`src/rtl/hs32_mem_arbiter_if.sv`:
```
// hs32 memory request bus: execute/fetch initiator ports plus the SRAM-style memory port.
// slave = arbiter view, master = initiators and memory view.
interface hs32_mem_arbiter_if;
  logic [31:0] addr_x, dtw_x, dtrm_x;
  logic        rw_x, reqm_x, rdym_x;
  logic [31:0] addr_f, dtrm_f;
  logic        reqm_f, rdym_f;
  logic [31:0] mem_addr, mem_dout, mem_din;
  logic        mem_we, mem_ce;

  modport slave (
    input  addr_x, dtw_x, rw_x, reqm_x, addr_f, reqm_f, mem_din,
    output rdym_x, dtrm_x, rdym_f, dtrm_f, mem_addr, mem_dout, mem_we, mem_ce
  );
  modport master (
    output addr_x, dtw_x, rw_x, reqm_x, addr_f, reqm_f, mem_din,
    input  rdym_x, dtrm_x, rdym_f, dtrm_f, mem_addr, mem_dout, mem_we, mem_ce
  );
endinterface

```
`src/rtl/hs32_mem_arbiter.sv`:
```
// Two-initiator (execute r/w, fetch read-only) arbiter onto one fixed-wait SRAM port.
// HS32_ARB_RR_EN selects round-robin tie-break; otherwise execute has fixed priority.
module hs32_mem_arbiter #(
  parameter int WAIT_CYCLES = 1
) (
  input logic               clk,
  input logic               reset,
  hs32_mem_arbiter_if.slave bus
);
  typedef enum logic [1:0] {IDLE, ACCESS, DONE, GAP} state_t;

  state_t     state;
  logic [3:0] cnt;
  logic       grant_f;
  logic       pick_f;

`ifdef HS32_ARB_RR_EN
  logic last_f;

  // On a tie the port that did not win last time gets the grant.
  always_comb pick_f = bus.reqm_f && (!bus.reqm_x || !last_f);

  always_ff @(posedge clk or negedge reset) begin
    if (!reset)                                         last_f <= 1'b1;
    else if (state == IDLE && (bus.reqm_x || bus.reqm_f)) last_f <= pick_f;
  end
`else
  always_comb pick_f = bus.reqm_f && !bus.reqm_x;
`endif

  always_ff @(posedge clk or negedge reset) begin
    if (!reset) begin
      state        <= IDLE;
      cnt          <= '0;
      grant_f      <= 1'b0;
      bus.mem_addr <= '0;
      bus.mem_dout <= '0;
      bus.mem_we   <= 1'b0;
      bus.mem_ce   <= 1'b0;
      bus.rdym_x   <= 1'b0;
      bus.rdym_f   <= 1'b0;
      bus.dtrm_x   <= '0;
      bus.dtrm_f   <= '0;
    end else begin
      case (state)
        IDLE: if (bus.reqm_x || bus.reqm_f) begin
          grant_f      <= pick_f;
          bus.mem_addr <= pick_f ? bus.addr_f : bus.addr_x;
          bus.mem_dout <= bus.dtw_x;
          bus.mem_we   <= !pick_f && bus.rw_x;
          bus.mem_ce   <= 1'b1;
          cnt          <= 4'(WAIT_CYCLES - 1);
          state        <= ACCESS;
        end
        ACCESS: if (cnt == '0) begin
          if (!bus.mem_we) begin
            if (grant_f) bus.dtrm_f <= bus.mem_din;
            else         bus.dtrm_x <= bus.mem_din;
          end
          bus.mem_ce <= 1'b0;
          bus.mem_we <= 1'b0;
          bus.rdym_x <= !grant_f;
          bus.rdym_f <= grant_f;
          state      <= DONE;
        end else begin
          cnt <= cnt - 4'd1;
        end
        DONE: begin
          bus.rdym_x <= 1'b0;
          bus.rdym_f <= 1'b0;
          state      <= GAP;
        end
        // Dead cycle: the initiator's reqm drop has settled before the next arbitration.
        GAP:     state <= IDLE;
        default: state <= IDLE;
      endcase
    end
  end
endmodule
```
`src/flat_wrapper.sv`:
```
// flat-port wrapper written by rule: the top's interface ports become plain ports
module hs32_mem_arbiter_flat 
#(
  parameter int WAIT_CYCLES = 1
)
  (clk, reset, bus_addr_x, bus_dtw_x, bus_rw_x, bus_reqm_x, bus_addr_f, bus_reqm_f, bus_mem_din, bus_rdym_x, bus_dtrm_x, bus_rdym_f, bus_dtrm_f, bus_mem_addr, bus_mem_dout, bus_mem_we, bus_mem_ce);
  hs32_mem_arbiter_if bus_i ();
  input logic clk;
  input logic reset;
  input wire logic [$bits(bus_i.addr_x)-1:0] bus_addr_x;
  input wire logic [$bits(bus_i.dtw_x)-1:0] bus_dtw_x;
  input wire logic [$bits(bus_i.rw_x)-1:0] bus_rw_x;
  input wire logic [$bits(bus_i.reqm_x)-1:0] bus_reqm_x;
  input wire logic [$bits(bus_i.addr_f)-1:0] bus_addr_f;
  input wire logic [$bits(bus_i.reqm_f)-1:0] bus_reqm_f;
  input wire logic [$bits(bus_i.mem_din)-1:0] bus_mem_din;
  output wire logic [$bits(bus_i.rdym_x)-1:0] bus_rdym_x;
  output wire logic [$bits(bus_i.dtrm_x)-1:0] bus_dtrm_x;
  output wire logic [$bits(bus_i.rdym_f)-1:0] bus_rdym_f;
  output wire logic [$bits(bus_i.dtrm_f)-1:0] bus_dtrm_f;
  output wire logic [$bits(bus_i.mem_addr)-1:0] bus_mem_addr;
  output wire logic [$bits(bus_i.mem_dout)-1:0] bus_mem_dout;
  output wire logic [$bits(bus_i.mem_we)-1:0] bus_mem_we;
  output wire logic [$bits(bus_i.mem_ce)-1:0] bus_mem_ce;
  assign bus_i.addr_x = bus_addr_x;
  assign bus_i.dtw_x = bus_dtw_x;
  assign bus_i.rw_x = bus_rw_x;
  assign bus_i.reqm_x = bus_reqm_x;
  assign bus_i.addr_f = bus_addr_f;
  assign bus_i.reqm_f = bus_reqm_f;
  assign bus_i.mem_din = bus_mem_din;
  assign bus_rdym_x = bus_i.rdym_x;
  assign bus_dtrm_x = bus_i.dtrm_x;
  assign bus_rdym_f = bus_i.rdym_f;
  assign bus_dtrm_f = bus_i.dtrm_f;
  assign bus_mem_addr = bus_i.mem_addr;
  assign bus_mem_dout = bus_i.mem_dout;
  assign bus_mem_we = bus_i.mem_we;
  assign bus_mem_ce = bus_i.mem_ce;
  hs32_mem_arbiter #(.WAIT_CYCLES(WAIT_CYCLES)) u_core (.clk(clk), .reset(reset), .bus(bus_i));
endmodule
```
`config.mk`:
```
export PLATFORM = sky130hd
export DESIGN_NAME = hs32_mem_arbiter_flat
export DESIGN_NICKNAME = d
export VERILOG_FILES = /design/src/rtl/hs32_mem_arbiter_if.sv /design/src/rtl/hs32_mem_arbiter.sv /design/src/flat_wrapper.sv
export SDC_FILE = /design/constraint.sdc
export NUM_CORES = 1
export LEC_CHECK = 0
export ABC_AREA = 1
export BUFFER_PORTS_ARGS = -buffer_cell sky130_fd_sc_hd__buf_2
export CORE_ASPECT_RATIO = 1.1
export CORE_MARGIN = 3
export CORE_UTILIZATION = 30
export CTS_CLUSTER_DIAMETER = 150
export DETAILED_ROUTE_END_ITERATION = 10
export PLACE_DENSITY = 0.54
export SLEW_MARGIN = 20
export SYNTH_ARGS = -nofsm -noshare
export SYNTH_HDL_FRONTEND = slang
export SYNTH_SLANG_ARGS = --single-unit
```
`constraint.sdc`:
```
create_clock -name clk -period 1.4 [get_ports clk]
set_input_delay 0.28 -clock clk [delete_from_list [all_inputs] [get_ports clk]]
set_output_delay 0.28 -clock clk [all_outputs]
set_load 0.02 [all_outputs]
```
# == Yosys cells after proc, flatten, opt, wreduce, memory -nomap -nowiden ==
# Index checks and enable logic that the tools add are counted.
# totals
regBits,139
out_inout_bits,132
# classes
add_sub_neg,1
n_eq_ne,6
n_mux,16
bitwise_logic,2
reduce_logical,17
# op_table
cell,count
two-way mux 32 bit,1
two-way mux 4 bit,2
case mux 1 bit (2 select lines),4
case mux 2 bit (4 select lines),1
case mux 4 bit (2 select lines),1
AND reduction 4 bit,2
AND reduction 2 bit,3
AND reduction 3 bit,2
two-way mux 1 bit,5
"equality test 2 bit, second input constant",2
logical NOT 4 bit,1
two-way mux 2 bit,2
"!= test 2 x 1 -> 1 bit, second input constant",2
nonzero test 2 bit,2
"subtractor 4 x 1 -> 4 bit, second input constant",1
logical NOT 1 bit,3
"equality test 2 x 1 -> 1 bit, second input constant",1
logical AND 1 bit,2
logical NOT 2 bit,1
"!= test 2 bit, second input constant",1
inverter 1 bit,2
logical OR 1 bit,1

# == Depth between registers and ports, before layout ==
# Gate-level depths: netlist of run 1.
# depth
depth_word,6
mapped_depth,9

# == Least setup slack after synthesis of run 1 ==
# No wires, ideal clock.
# synth_path
path_kind,register to register
from,register u_core.cnt[0]
to,register u_core.bus.dtrm_f[23]
t_arrival_ns,1.278
slack_ns,0.004
path_stages_with_launch,9
path_buffers,1
path_cell_list,dfrtp_1 > inv_1 > ha_1 > nand2_1 > nor2_2 > nand3_4 > buf_6 > nand2_1 > o21ai_2
# synth_via
elab_chain_cells,2
# synth_rtl
item,line,source
from (decl),hs32_mem_arbiter.sv:13,logic [3:0] cnt;
from (signal assigned),hs32_mem_arbiter.sv:52,cnt <= 4'(WAIT_CYCLES - 1);
from (signal assigned),hs32_mem_arbiter.sv:66,cnt <= cnt - 4'd1;
logical NOT 4 bit,hs32_mem_arbiter.sv:55,ACCESS: if (cnt == '0) begin
AND reduction 4 bit (no line),n/a,
to (signal assigned),hs32_mem_arbiter.sv:57,if (grant_f) bus.dtrm_f <= bus.mem_din;
to (decl),hs32_mem_arbiter_if.sv:13,"output rdym_x, dtrm_x, rdym_f, dtrm_f, mem_addr, mem_dout, mem_we, mem_ce"
# Every way passes these cells.
# A chain may end at the register's enable or synchronous reset.

# == Final worst setup path of run 1 ==
# layout_path
from,register u_core.state[1]
to,register u_core.bus.dtrm_f[9]
# layout_via
elab_chain_cells,2
# layout_rtl
item,line,source
from (decl),hs32_mem_arbiter.sv:12,state_t state;
from (signal assigned),hs32_mem_arbiter.sv:33,state <= IDLE;
from (signal assigned),hs32_mem_arbiter.sv:53,state <= ACCESS;
from (signal assigned),hs32_mem_arbiter.sv:64,state <= DONE;
equality test 2 x 1 -> 1 bit,hs32_mem_arbiter.sv:45,case (state)
AND reduction 4 bit (no line),n/a,
# Every way passes these cells.

==> flow_metrics.env, run 1 <==
export IMPL_start_util_pct=31.0
export IMPL_ys_warn_count=0
export IMPL_slew_headroom_pct=75.0
export IMPL_fin_ws_ns=-0.0938
export IMPL_layout_drive_gt1_share_pct=55.8
export IMPL_criticalPathCategory="reg2reg"
export IMPL_multi_input_area_um2=2740
export IMPL_worst_pin_slew_ns=0.374
export IMPL_cts_tree="built"
export IMPL_p_leak_nw=5.19
export IMPL_place_area_um2=7850
export IMPL_post_drt_wl_per_cell_um=16.2
export IMPL_rsz0062_at_grt="true"
export IMPL_clock_sinks=139
export IMPL_route_detailed_drc=0
export IMPL_syn_to_final_growth_pct=62.8
export IMPL_drtIter0Drc=219
export IMPL_place_ws_ns=-0.105
export IMPL_critPathMaxStageDelay_ns=0.38
export IMPL_yosys_most_used_dff="dfrtp_1"
export IMPL_gp_congestion=0.796
export IMPL_finalCoreUtilization_pct=50.4
export IMPL_cts_buffers=17
export IMPL_layout_common_cells="263 x buf_2, 163 x nand2_1, 137 x dfrtp_1"
export IMPL_grt_max_degree=36
export IMPL_seq_area_um2=3480
export IMPL_synth_cell_types=21
export IMPL_status="finished, violations left"
export IMPL_finalClockSkew_ns=0.0134
export IMPL_cp_max_fo=8
export IMPL_required_ns=1.71
export IMPL_finalInstanceArea_um2=9760
export IMPL_fin_setup_tns_ns=-4.12
export IMPL_antenna_found_initial=1
export IMPL_p_per_area_nw_per_um2=2630
export IMPL_vias=5706
export IMPL_min_period_over_period_pct=107
export IMPL_slew_violations=0
export IMPL_setup_viol=104
export IMPL_stdcell_count=1251
export IMPL_dpl_cell_count=1182
export IMPL_synth_seq_cells=139
export IMPL_peakVddDrop_v=0.00135
export IMPL_fill_cells=1838
export IMPL_cp_cell_sequence="inv_2 > ha_4 > inv_8 > nor2_4 > nand3_4 > buf_12 > clkbuf_16 > nand2_1 > o21ai_2"
export IMPL_clk_path_buf_depth=2
export IMPL_ant_nets=0
export IMPL_fp_dieH_um=154
export IMPL_final_hold_violation_count=0
export IMPL_critPathCaptureType="register"
export IMPL_num_nets_final=1128
export IMPL_clkLatencyLatePin_ns=0.42
export IMPL_drv_cap=0
export IMPL_layout_commonest_cell="buf_2"
export IMPL_ctsHtreeMaxLevel=4
export IMPL_cts_clk_slew_worst_paths_ns=0.07
export IMPL_die_area_um2=21700
export IMPL_grt_overflow_total=0
export IMPL_syn_area_um2=5990
export IMPL_drt_wl_total_um=20300
export IMPL_cp_start_kind="register"
export IMPL_synthesis_nets=809
export IMPL_die_w_um=141
export IMPL_dp_hpwl_um=12400
export IMPL_grt_first_pass_wirelength_um=28300
export IMPL_syn_area_per_cell_um2=8.93
export IMPL_layout_min_cycle_time_ns=1.49
export IMPL_grt_pass1_vias=5368
export IMPL_coreArea_um2=19400
export IMPL_first_pass_iters=4
export IMPL_synth_edf_count=0
export IMPL_pin_count=265
export IMPL_hold_path_class="in2reg"
export IMPL_cp_data_arrival_time_ns=1.81
export IMPL_max_freq_mhz=669
export IMPL_violations="negative setup slack"
export IMPL_root_buffer="clkbuf_16"
export IMPL_synth_async_sr_flop_share_pct=100
export IMPL_syn_instance_count=671
export IMPL_io_buffers=264
export IMPL_viasPerCell=4.56
export IMPL_slowest_stage="dfrtp_1"
export IMPL_track_usage_pct=16.4
export IMPL_yosysSeqAreaShare_pct=58.0
export IMPL_row_count=53
==> logic make-up (layout without fill, tap and decap cells) <==
kind of cell / Yosys count / count (layout) / share of synthesized area, %
and+or+nand+nor: 344 / 344 / 23.4
DFF: 139 / 139 / 58.0
AOI/OAI and AO/OA: 102 / 102 / 10.2
buffers and inverters: 80 / 412 / 7.20
adders and majority gates: 5 / 5 / 1.04
xor gates and xnor gates: 1 / 1 / 0.146
other: 0 / 1 / 0
==> cells in the mapped netlist, types with 3 or more instances <==
cell / count / area [um^2]
o21ai_0: 38 / 190
buf_4: 9 / 67.6
clkbuf_1: 3 / 11.3
nand2_1: 258 / 968
nor2_1: 38 / 143
o21ai_2: 27 / 236
buf_2: 12 / 60.1
ha_1: 5 / 62.6
inv_2: 3 / 11.3
nand3_1: 37 / 185
nor2_2: 6 / 37.5
buf_6: 11 / 124
dfrtp_1: 139 / 3480
o21ai_1: 37 / 185
inv_1: 42 / 158
==> stage by stage <==
stage	hold slack [ns]	power, mW
3_5_place_dp	0.204	17.5
6_report	0.0510	25.7
5_1_grt	0.0392	27.3
3_3_place_gp	0.199	17.4
4_1_cts	0.0307	23.0
2_1_floorplan	-0.0156	13.6
==> registers in the layout, summed over array words and instances, names as in the netlist <==
signal               cells
u_core.grant_f           1
u_core.bus.mem_dout     32
u_core.bus.mem_ce        1
u_core.cnt               4
u_core.bus.rdym_f        1
u_core.bus.mem_addr     32
u_core.state             2
u_core.bus.rdym_x        1
u_core.bus.dtrm_x       32
u_core.bus.mem_we        1
u_core.bus.dtrm_f       32
==> layout make-up <==
| type | count | share of cell area, % |
|---|---|---|
| inverter | 45 | 1.81 |
| antenna | 1 | 0.0256 |
| clock buffer | 17 | 4.36 |
| tap | 247 | 3.17 |
| multi-input combinational | 452 | 28.1 |
| timing repair buffer | 335 | 25.1 |
| clock inverter | 15 | 1.78 |
| sequential | 139 | 35.7 |
==> layer usage <==
metal	track usage [%]	vias up	wire (um)
met5	0	-	0
met4	5.40	0	452
met3	4.89	30	1440
met2	26.8	230	10300
met1	21.0	2686	8160
li1	-	2760	-
==> worst max-delay path: cells and delay by family (launching register included) <==
kind,cells,cell delay (ns)
buf+inv,4,0.50
flops,1,0.38
simple gates,3,0.28
fa+ha+maj,1,0.18
compound gates,1,0.05
==> timing repair <==
action	in CTS	in global routing
hold buffers	1	0
pin swaps	7	48
setup endpoints to repair	117	137
gates resized for setup	30	210
buffers inserted	6	9
gates cloned	4	16
hold endpoints to repair	24	0
==> worst paths after layout <==
path | start | end | cells after the start | slack, ns
max | u_core.state[1] | u_core.bus.dtrm_f[9] | 9 | -0.09
min | bus_dtw_x[16] | u_core.bus.mem_dout[16] | 3 | 0.05
max reg2reg | u_core.state[1] | u_core.bus.dtrm_f[9] | 9 | -0.09
min reg2reg | u_core.bus.dtrm_x[0] | u_core.bus.dtrm_x[0] | 2 | 0.46
max in group asynchronous | reset | u_core.bus.dtrm_f[13] | 3 | 0.56
min in group asynchronous | reset | u_core.bus.mem_addr[21] | 2 | 0.31
==> where the power goes <==
group          leakage, nW  switching, mW  internal (mW)
Sequential            1.71           1.31           6.02
Combinational         3.19           7.93           5.79
Clock                0.287           1.94           2.69
Total                 5.19           11.2           14.5
No activity file was read; power rests on OpenSTA's default activity.
==> run 2, diff against run 1 <==
- TNS_END_PERCENT: not set -> 30
==> flow_metrics.env, run 2 (synthesis gave the netlist of run 1 again) <==
export IMPL_status="finished, violations left"
export IMPL_violations="negative setup slack"
export IMPL_grt_overflow_total=0
export IMPL_grt_first_pass_wirelength_um=28100
export IMPL_cts_buffers=17
export IMPL_finalInstanceArea_um2=8970
export IMPL_worst_pin_slew_ns=0.352
export IMPL_coreArea_um2=19400
export IMPL_cp_max_fo=8
export IMPL_final_hold_violation_count=0
export IMPL_stdcell_count=1230
export IMPL_required_ns=1.71
export IMPL_cts_tree="built"
export IMPL_drtIter0Drc=185
export IMPL_fp_dieH_um=154
export IMPL_post_drt_wl_per_cell_um=14.8
export IMPL_die_area_um2=21700
export IMPL_grt_max_degree=36
export IMPL_worst_r2r_path_depth=9
export IMPL_hold_path_class="in2reg"
export IMPL_clkLatencyLatePin_ns=0.42
export IMPL_critPathCaptureType="register"
export IMPL_route_detailed_drc=0
export IMPL_min_period_over_period_pct=104
export IMPL_finalClockSkew_ns=0.0131
export IMPL_num_nets_final=1107
export IMPL_drt_wl_total_um=18300
export IMPL_regToRegSetupSlack_ns=-0.06
export IMPL_grt_pass1_vias=5342
export IMPL_hold_end="u_core.bus.mem_dout[20]"
export IMPL_criticalPathCategory="reg2reg"
export IMPL_cts_clk_slew_worst_paths_ns=0.07
export IMPL_ctsHtreeMaxLevel=4
export IMPL_track_usage_pct=16.3
export IMPL_p_leak_nw=4.86
export IMPL_slew_violations=0
export IMPL_gp_congestion=0.796
export IMPL_dp_hpwl_um=12400
export IMPL_min_delay_start="bus_dtw_x[20]"
export IMPL_max_freq_mhz=686
export IMPL_layout_commonest_cell="buf_2"
export IMPL_drv_cap=0
export IMPL_antenna_found_initial=1
export IMPL_worstReg2RegEnd="u_core.bus.dtrm_f[28]"
export IMPL_syn_to_final_growth_pct=49.7
export IMPL_peakVddDrop_v=0.00113
export IMPL_io_buffers=264
export IMPL_cp_start_kind="register"
export IMPL_seq_area_um2=3480
export IMPL_dpl_cell_count=1182
export IMPL_fin_ws_ns=-0.0587
export IMPL_ant_nets=0
export IMPL_slew_headroom_pct=76.5
export IMPL_layout_min_cycle_time_ns=1.46
export IMPL_r2r_start="u_core.state[1]"
export IMPL_clk_path_buf_depth=2
export IMPL_multi_input_area_um2=2310
export IMPL_row_count=53
export IMPL_hold_depth=3
export IMPL_root_buffer="clkbuf_16"
export IMPL_layout_common_cells="263 x buf_2, 223 x nand2_1, 137 x dfrtp_1"
export IMPL_vias=5433
export IMPL_place_area_um2=7850
export IMPL_die_w_um=141
export IMPL_layout_drive_gt1_share_pct=45.5
export IMPL_first_pass_iters=4
export IMPL_pin_count=265
export IMPL_p_per_area_nw_per_um2=2590
export IMPL_clock_sinks=139
export IMPL_fill_cells=1919
export IMPL_start_util_pct=31.0
export IMPL_cp_data_arrival_time_ns=1.77
export IMPL_setup_viol=71
export IMPL_viasPerCell=4.42
export IMPL_rsz0062_at_grt="true"
## run 2: how the worst max path moves through the flow
stage	from	to	slack, ns
after detailed placement	u_core.state[0]	u_core.bus.mem_addr[26]	-0.11
after CTS	u_core.cnt[0]	u_core.bus.dtrm_f[1]	-0.05
after global placement	u_core.state[0]	u_core.bus.mem_addr[7]	-0.05
after global routing	u_core.state[0]	u_core.cnt[3]	-0.13
after floorplan	u_core.cnt[0]	u_core.bus.dtrm_f[23]	0.004
final	u_core.state[1]	u_core.bus.dtrm_f[28]	-0.06
## run 2: timing repair
action	4_1_cts	5_1_grt
setup endpoints to repair	117	138
buffers inserted	5	1
endpoints found under the hold margin	24	0
pin swaps	7	21
hold buffers	1	0
gates resized for setup	29	63
cloned	3	5
## run 2: cell type report
cell class	instances	area share (%)
flip-flops and latches	139	38.8
multi-input cells	452	25.8
repair buffers	314	23.3
clock buffers	17	4.74
well taps	247	3.44
clock inverters	15	1.94
inverters	45	1.94
diodes	1	0.0279
## run 2: per-stage QoR
| stage | total power [mW] | TNS [ns] | utilization (%) | setup WS, ns | hold WS, ns |
|---|---|---|---|---|---|
| floorplan | 13.6 | 0 | - | 0.00380 | -0.0156 |
| global placement | 17.4 | -1.35 | 40.5 | -0.0520 | 0.199 |
| detailed placement | 17.5 | -4.07 | 40.5 | -0.105 | 0.204 |
| CTS | 22.9 | -2.23 | 44.9 | -0.0544 | 0.0307 |
| global route | 24.9 | -10.28 | 46.3 | -0.129 | 0.0392 |
| finish | 23.3 | -1.80 | 46.3 | -0.0587 | 0.0513 |
## run 2: worst max-delay path, cell delays in order (launching register included)
cell and delay [ns]:
dfrtp_1 0.38, inv_2 0.10, ha_4 0.17, inv_6 0.05
nor2_4 0.10, nand3_4 0.10, buf_12 0.17, clkbuf_16 0.16
nand2_1 0.07, o21ai_2 0.05
## run 2: where the power goes
group | leakage [nW] | switching, mW | total, mW | internal, mW
combinational | 2.87 | 7.00 | 11.5 | 4.52
sequential | 1.71 | 1.14 | 7.16 | 6.02
clock | 0.287 | 1.91 | 4.60 | 2.69
## run 2: layer usage
metal / track usage (%) / up-vias / part of all wire [%]
li1: - / 2708 / -
met1: 20.8 / 2506 / 43
met2: 26.6 / 201 / 48
met3: 4.89 / 18 / 7.5
met4: 5.40 / 0 / 1.6
met5: 0 / - / 0
